### config.mk
export PLATFORM = sky130hd
export DESIGN_NAME = jtdsp16_xaau
export DESIGN_NICKNAME = d
export VERILOG_FILES = /design/src/rtl/jtdsp16_pkg.sv /design/src/rtl/jtdsp16_xaau.sv
export SDC_FILE = /design/constraint.sdc
export NUM_CORES = 1
export LEC_CHECK = 0
export CORE_ASPECT_RATIO = 0.5
export CORE_MARGIN = 2
export CORE_UTILIZATION = 40
export CTS_CLUSTER_DIAMETER = 30
export DETAILED_ROUTE_END_ITERATION = 10
export HOLD_SLACK_MARGIN = 0.05
export PLACE_DENSITY_LB_ADDON = 0.1
export SLEW_MARGIN = 20
export SYNTH_ARGS = -nofsm -noshare
export SYNTH_HDL_FRONTEND = slang
export SYNTH_SLANG_ARGS = --single-unit
### constraint.sdc
create_clock -name clk -period 4.9 [get_ports clk]
set_input_delay 0.735 -clock clk [delete_from_list [all_inputs] [get_ports clk]]
set_output_delay 0.735 -clock clk [all_outputs]
set_load 0.05 [all_outputs]
### src/rtl/jtdsp16_pkg.sv
// Shared jtdsp16 constants: branch B-field codes, register selects and default vectors.
// Imported by the program-address unit and the control stage.
package jtdsp16_pkg;

  localparam logic [2:0] B_RETURN  = 3'b000;
  localparam logic [2:0] B_IRETURN = 3'b001;
  localparam logic [2:0] B_GOTO_PT = 3'b010;
  localparam logic [2:0] B_CALL_PT = 3'b011;

  localparam logic [1:0] SEL_PT = 2'b00;
  localparam logic [1:0] SEL_PR = 2'b01;
  localparam logic [1:0] SEL_PI = 2'b10;
  localparam logic [1:0] SEL_I  = 2'b11;

  localparam logic [15:0] DEF_IRQ_VEC   = 16'h0001;
  localparam logic [15:0] DEF_ICALL_VEC = 16'h0002;

  typedef enum logic [2:0] {
    PC_ADV,
    PC_JA,
    PC_PR,
    PC_PI,
    PC_PT,
    PC_ICALL,
    PC_IRQ
  } pc_src_e;

  function automatic logic [15:0] sext12(input logic [11:0] v);
    return {{4{v[11]}}, v};
  endfunction

endpackage

### src/rtl/jtdsp16_xaau.sv
// Program address arithmetic unit: PC sequencing, branch/call/return, interrupts,
// and the PT/PR/PI/i pointer registers.
module jtdsp16_xaau
  import jtdsp16_pkg::*;
#(
  parameter logic [15:0] IRQ_VEC   = DEF_IRQ_VEC,
  parameter logic [15:0] ICALL_VEC = DEF_ICALL_VEC
) (
  input  logic        rst,
  input  logic        clk,
  input  logic        cen,
  input  logic        goto_ja,
  input  logic        goto_b,
  input  logic        call_ja,
  input  logic        icall,
  input  logic        post_inc,
  input  logic [11:0] ifield,
  input  logic        con_result,
  input  logic        ext_irq,
  input  logic        reg_load,
  input  logic [1:0]  reg_sel,
  input  logic [15:0] reg_din,
  output logic [15:0] rom_addr,
  output logic [15:0] pt,
  output logic [15:0] pr,
  output logic [15:0] pi,
  output logic [11:0] i_reg,
  output logic        in_irq,
  output logic        irq_ack
);

  logic [15:0] pc_q, pc_d;
  logic [15:0] pr_q, pr_d;
  logic [15:0] pi_q, pi_d;
  logic [15:0] pt_q, pt_d;
  logic [11:0] i_q, i_d;
  logic        in_irq_q, in_irq_d;
  logic        irq_ack_q, irq_ack_d;

  logic [15:0] pc_inc;
  logic [15:0] ja_tgt;
  logic [2:0]  b_fld;
  pc_src_e     pc_src;
  logic        link;

  // PC source selection; a pending ext_irq simply waits here until no strobe
  // is present and in_irq is clear, so no pending flag is stored.
  always_comb begin
    pc_inc = pc_q + 16'd1;
    ja_tgt = {pc_q[15:12], ifield};
    b_fld  = ifield[10:8];
    pc_src = PC_ADV;
    link   = 1'b0;
    if (icall) begin
      pc_src = PC_ICALL;
    end else if (call_ja) begin
      if (con_result) begin
        pc_src = PC_JA;
        link   = 1'b1;
      end
    end else if (goto_b) begin
      if (con_result) begin
        case (b_fld)
          B_RETURN:  pc_src = PC_PR;
          B_IRETURN: pc_src = PC_PI;
          B_GOTO_PT: pc_src = PC_PT;
          B_CALL_PT: begin
            pc_src = PC_PT;
            link   = 1'b1;
          end
          default:   pc_src = PC_ADV;
        endcase
      end
    end else if (goto_ja) begin
      if (con_result) pc_src = PC_JA;
    end else if (ext_irq && !in_irq_q) begin
      pc_src = PC_IRQ;
    end
  end

  // Register writes: reg_load first, then post_inc, then control-flow writes
  // override so branch/interrupt linkage wins over a same-cycle load.
  always_comb begin
    pc_d      = pc_q;
    pr_d      = pr_q;
    pi_d      = pi_q;
    pt_d      = pt_q;
    i_d       = i_q;
    in_irq_d  = in_irq_q;
    irq_ack_d = irq_ack_q;
    if (cen) begin
      case (pc_src)
        PC_JA:    pc_d = ja_tgt;
        PC_PR:    pc_d = pr_q;
        PC_PI:    pc_d = pi_q;
        PC_PT:    pc_d = pt_q;
        PC_ICALL: pc_d = ICALL_VEC;
        PC_IRQ:   pc_d = IRQ_VEC;
        default:  pc_d = pc_inc;
      endcase

      if (reg_load) begin
        case (reg_sel)
          SEL_PT:  pt_d = reg_din;
          SEL_PR:  pr_d = reg_din;
          SEL_PI:  pi_d = reg_din;
          default: i_d  = reg_din[11:0];
        endcase
      end

      if (post_inc && !(reg_load && reg_sel == SEL_PT))
        pt_d = pt_q + sext12(i_q);

      if (link) pr_d = pc_inc;

      if (pc_src == PC_ICALL || pc_src == PC_IRQ) begin
        pi_d     = pc_q;
        in_irq_d = 1'b1;
      end else if (pc_src == PC_PI) begin
        in_irq_d = 1'b0;
      end

      irq_ack_d = (pc_src == PC_IRQ);
    end
  end

  always_ff @(posedge clk or posedge rst) begin
    if (rst) begin
      pc_q      <= 16'h0000;
      pr_q      <= 16'h0000;
      pi_q      <= 16'h0000;
      pt_q      <= 16'h0000;
      i_q       <= 12'h000;
      in_irq_q  <= 1'b0;
      irq_ack_q <= 1'b0;
    end else begin
      pc_q      <= pc_d;
      pr_q      <= pr_d;
      pi_q      <= pi_d;
      pt_q      <= pt_d;
      i_q       <= i_d;
      in_irq_q  <= in_irq_d;
      irq_ack_q <= irq_ack_d;
    end
  end

  assign rom_addr = pc_q;
  assign pt       = pt_q;
  assign pr       = pr_q;
  assign pi       = pi_q;
  assign i_reg    = i_q;
  assign in_irq   = in_irq_q;
  assign irq_ack  = irq_ack_q;

endmodule

==> results of run 1 <==
## placed cells by master, fill, tap and decap left out, drive strengths merged, types with 3 or more instances in the layout
cell and n:
dfrtp 78, a221oi 5, a31oi 6, nand4 7, a22oi 6, bufinv 3, inv 15, nand2b 4
a21oi 43, a32oi 5, o22ai 12, clkbuf 13, mux2 16, ha 16, mux2i 21, xnor2 13
o211ai 3, nor2 45, nand3 15, or3 3, nand3b 3, o21ai 54, nand2 65, a211oi 5
nor3 8, xor2 10, a22o 3, nor4 3, clkdlybuf4s50 118, and3 5, a222oi 13, a21o 9
buf 7
## layer usage
layer  wire [µm]  GRT usage [%]
met1        8040           37.7
met2        6960           35.2
met3        1690           7.94
met4         102           4.02
met5           0              0
## per-stage QoR
stage	hold WS (ns)	utilization, %	total power [mW]	worst slack, ns	std cells
3_5_place_dp	0.504	52.5	2.93	1.36	810
5_1_grt	0.544	55.4	3.92	1.37	826
6_report	0.514	55.4	3.73	1.63	826
3_3_place_gp	0.497	52.5	2.92	1.46	810
2_1_floorplan	0.748	-	2.30	2.17	551
4_1_cts	0.517	55.4	3.73	1.72	826
## layout make-up
cell class                 count  area (µm²)  share of cell area [%]
sequential                    78        1950                    29.4
clock buffer                  13         260                    3.92
timing repair buffer         125        1230                    18.6
clock inverter                 3        90.1                    1.36
multi-input combinational    426        2840                    42.7
inverter                      16        61.3                   0.923
tap                          165         206                    3.11
## report_power, final
part | switching [mW] | internal (mW)
Clock | 0.269 | 0.527
Sequential | 0.252 | 0.805
Combinational | 1.17 | 0.707
## logic make-up after synthesis
family / Yosys count
AO/OA/AOI/OAI: 179
XOR/XNOR: 23
adder cells (fa/ha/maj): 17
buffers and inverters: 47
flip-flops: 78
multiplexers: 37
AND/OR/NAND/NOR: 170
## tightest hold or removal path, stage by stage, from the launching register on
cell and delay, ns:
dfrtp_1 0.37, nand2_1 0.05, o21ai_0 0.06
## final timing paths
kind / start / to / depth (start not counted)
max in group asynchronous: rst / rom_addr[12]$_DFFE_PP0P_ / 3
min reg2reg: pr[4]$_DFFE_PP0P_ / pr[4]$_DFFE_PP0P_ / 2
min in group asynchronous: rst / pr[0]$_DFFE_PP0P_ / 2
max reg2reg: pt[0]$_DFFE_PP0P_ / pt[12]$_DFFE_PP0P_ / 9
max: icall / pi[10]$_DFFE_PP0P_ / 7
min: pr[4]$_DFFE_PP0P_ / pr[4]$_DFFE_PP0P_ / 2
## cells in the mapped netlist (3+ instances only)
master / number
buf_2: 12
a32oi_1: 5
a222oi_1: 13
nand4_1: 7
inv_1: 16
o21ai_0: 53
clkbuf_1: 13
nand2b_1: 4
ha_1: 16
mux2i_1: 21
nand3b_1: 3
a211oi_1: 4
a221oi_1: 5
xor2_1: 10
xnor2_1: 13
nand2_1: 64
nor3_1: 8
mux2_2: 16
a21o_1: 9
and3_1: 4
or3_1: 3
nand3_1: 15
a31oi_1: 5
a22o_1: 3
o22ai_1: 11
dfrtp_1: 78
a21oi_1: 43
o211ai_1: 3
a22oi_1: 6
nor2_1: 45
==> results.tsv, run 1 <==
metric	value	unit
max-cap violations	0	
IO Port Bufs	118	
post-layout min period	3.27	ns
WP data arrival	3.44	ns
Reg2Reg Setup Slack	2.29	ns
area grow syn2layout	33.1	%
GR Overflow Total	0	
initial DRC count	427	
part of the cycle the worst path needs	66.7	%
postcts setup bufs	0	
antenna cells	0	
Slew Limit Fails	0	
Detail Placement HPWL	12000	µm
worst-path fanout max	32	
CP Class	primary input to register	
complex-gate fraction of the synthesized area	23.9	%
Hold Fails Final Rpt	0	
Synth area leaders	dfrtp_1 (39%), o21ai_0 (5.3%), nand2_1 (4.8%)	
Die Wd	162	µm
worst-margin pin slew	1.06	ns
CTS tree	yes	
PwrDens	562	nW/µm²
XOR/XNOR share of the synthesized area	4.04	%
Gate Count Post-Synth	551	
FMAX	306	MHz
final setup violating endpoints	0	
number of synthesized flops with an enable pin	0	
first-pass GRT wire length	26100	µm
largest net degree at the start of global routing	43	
vias in the first global route	4518	
Routed Antenna Nets	0	
DP Area	6290	µm²
CP top delay family	compound AO/OA/AOI/OAI gates	
Worst setup EP type	register	
Die H	83.0	µm
Synth Net Count	609	
Clock Skews	0.00632	ns
DR pass1 iterations	6	
Simple-Gate Fraction of Synth Area	16.6	%
Inserted Clock Buffers	9	
status	completed	
fill count	1114	
nets@finish	714	
WP data required	5.07	ns
Final TNS setup	0	ns
H-Tree Depth	3	
vias	4806	
initial antenna violation count	0	
Synth Area in Adders	4.41	%
LEAKAGE	2.73	nW
post-DR vias/cell	5.82	
Seq/Total Area, Yosys	39.1	%
clock buffer depth	2	
clk_lat worst skew	0.34	ns
number of distinct library cells after synthesis	65	
mux cell area share after synthesis	7.83	%
Post-CTS Hold Buffers	0	
clock root buffer	clkbuf_16	
DRC violations left	0	
RSZ-0062 raised after global routing	no	
Startpoint Class	primary input	
VDD IR-drop max	0.364	mV
initial core utilization	41.6	%
Synth top area share	39.1	%
Mapped Area	4990	µm²
DRT Wirelength	16800	µm
Synth warnings	0	
fraction of layout cells with a size suffix above 1	8.02	%
I/O pin cnt	119	
die area	13400	µm²
final instance area	6640	µm²
Slowest-stage cell, CP	a21o_1	
max_slew headroom	29.1	%
routability congestion estimate	0.877	
post-CTS sizing	0	
post-synth top area cell	dfrtp_1	
flip-flop and latch count after synthesis	78	
ys async rst share	100	%
cell chain of the critical path	clkdlybuf4s50_1 > a21oi_1 > and2_1 > a31oi_2 > buf_4 > a21o_1 > o21ai_0	
DR WL/cell	20.3	µm
CORE AREA	12000	µm²
dominant synthesized flop cell	dfrtp_1	
Core Rows	28	
Worst-path clk slew	0.06	ns
GR Util All Layers	25.0	%
syn_area_per_cell	9.05	µm²
Hold Crit Class	register to register	
largest family of logic cells by synthesized area	compound AO/OA/AOI/OAI gates	
Worst path max stage delay	0.78	ns
clk sinks	78	
CP Buf/Inv Count	2	
Power figures use the tool's default switching activity.
==> run 2, diff against run 1 <==
clock period = 2.9 ns   (was 4.9 ns; I/O delays follow)
==> run 2 against run 1 <==
  * Core utilization up 1.3 points
  * Die area unchanged
  * Sequential share of layout area shrank 0.68 points
  * Register-to-register slack got worse by 2.0 ns
  * Flip-flop and latch count did not move
  * Cell area rose by 2.4%
  * Hold slack worse by 0.059 ns
  * Combinational power rose by 71%
  * Count of clock-buffer cells in the layout unchanged
  * First-iteration DRC count up 3.7%
  * Largest power group unchanged
  * Highest routed layer unchanged
==> results.tsv, run 2 (synthesized netlist as in run 1, its figures left out) <==
metric	value	unit
status	completed	
postcts setup bufs	0	
Core Rows	28	
vias in the first global route	4592	
DRC violations left	0	
Worst path max stage delay	0.43	ns
fill count	1101	
Slowest-stage cell, CP	dfrtp_1	
Post-CTS Hold Buffers	0	
area grow syn2layout	36.3	%
final setup violating endpoints	0	
vias	4900	
dpl cells	828	
clock root buffer	clkbuf_16	
Detail Placement HPWL	12600	µm
Worst-path clk slew	0.06	ns
Hold Fails Final Rpt	0	
routability congestion estimate	0.908	
DR pass1 iterations	5	
Clock Skews	0.00563	ns
Inserted Clock Buffers	9	
IO Port Bufs	118	
initial DRC count	443	
WP data arrival	2.82	ns
post-layout min period	2.56	ns
clk sinks	78	
DR WL/cell	20.1	µm
post-DR vias/cell	5.81	
path depth of the worst reg2reg path	9	
Final TNS setup	0	ns
Slew Limit Fails	0	
VDD IR-drop max	0.517	mV
most frequent cells in the layout	clkdlybuf4s50_1 (118), dfrtp_1 (78), nand2_1 (64), o21ai_0 (52), nor2_1 (45)	
post-CTS sizing	0	
DRT Wirelength	16900	µm
clock buffer depth	2	
CTS tree	yes	
Worst setup EP type	register	
Startpoint Class	register	
Die Wd	162	µm
fraction of layout cells with a size suffix above 1	10.6	%
commonest non-fill, non-tap cell in the layout	clkdlybuf4s50_1	
antenna cells	0	
worst-margin pin slew	0.586	ns
FMAX	390	MHz
largest net degree at the start of global routing	37	
I/O pin cnt	119	
CP Class	register to register	
part of the cycle the worst path needs	88.4	%
first-pass GRT wire length	26600	µm
CORE AREA	12000	µm²
Routed Antenna Nets	0	
die area	13400	µm²
clk_lat worst skew	0.33	ns
cell chain of the critical path	ha_1 > inv_1 > fa_1 > nand2b_1 > a21o_1 > a211oi_1 > o211ai_1 > mux2_2 > a21oi_1	
Hold Crit Class	primary input to async pin	
LEAKAGE	2.83	nW
max-cap violations	0	
H-Tree Depth	3	
Finished Layout Cells	844	
PwrDens	924	nW/µm²
initial core utilization	41.6	%
nets@finish	732	
WP data required	3.16	ns
max_slew headroom	60.9	%
RSZ-0062 raised after global routing	no	
worst-path fanout max	4	
GR Util All Layers	25.4	%
initial antenna violation count	0	
GR Overflow Total	0	
Die H	83.0	µm
[run 2: cell count changes in the layout (fill, tap and decap cells not counted)]
| cell | previous run | this run |
|---|---|---|
| clkbuf_8 | 2 | 3 |
| clkbuf_1 | 2 | 1 |
| buf_12 | 0 | 3 |
| buf_4 | 7 | 22 |
| clkinv_2 | 1 | 2 |
| bufinv_16 | 3 | 2 |
[run 2: area by class of cell]
cell class	instances	area, µm²	share of cell area [%]
clock buffer	13	270	3.97
inverter	16	61.3	0.902
multi-input combinational	426	2840	41.7
tap	165	206	3.04
clock inverter	3	65.1	0.957
sequential	78	1950	28.7
timing repair buffer	143	1410	20.7
[run 2: per-stage QoR]
step	area [µm²]	hold WS (ns)	power [mW]	setup WS (ns)	util [%]
final	6800	0.455	6.28	0.337	56.7
after global routing	6800	0.514	6.62	0.226	56.7
after CTS	6800	0.465	6.28	0.347	56.7
after detailed placement	6460	0.497	4.99	0.224	53.9
after global placement	6460	0.493	4.96	0.272	53.9
after floorplan	4990	0.585	3.89	0.336	-
[run 2: power by group]
| part | switching [mW] | total (mW) | internal, mW |
|---|---|---|---|
| logic | 2.01 | 3.22 | 1.22 |
| registers | 0.434 | 1.79 | 1.36 |
| clock network | 0.444 | 1.27 | 0.824 |
| total | 2.88 | 6.28 | 3.40 |
[run 2: per-layer routing]
metal  up-vias  wire, µm  global-route usage [%]
li1       2287         -                       -
met1      2398      8180                    40.3
met2       209      6970                    34.3
met3         6      1720                    6.89
met4         0        68                    3.86
met5         -         0                       0
[run 2: critical path, delay by kind of cell (launching register included)]
kind            cells  cell delay (ns)
compound gates      4             0.87
mux                 1             0.29
simple gates        1             0.19
flops               1             0.43
fa+ha+maj           2             0.63
buf+inv             1             0.07
[run 2: final timing paths]
kind | end | slack (ns) | start
min in group clk | pi[5]$_DFFE_PP0P_ | 0.51 | pi[5]$_DFFE_PP0P_
worst max-delay path | pt[12]$_DFFE_PP0P_ | 0.34 | pt[0]$_DFFE_PP0P_
worst max register to register | pt[12]$_DFFE_PP0P_ | 0.34 | pt[0]$_DFFE_PP0P_
worst min-delay path | irq_ack$_DFFE_PP0P_ | 0.45 | rst
worst min register to register | pi[5]$_DFFE_PP0P_ | 0.51 | pi[5]$_DFFE_PP0P_
max in group asynchronous | pt[4]$_DFFE_PP0P_ | 1.82 | rst
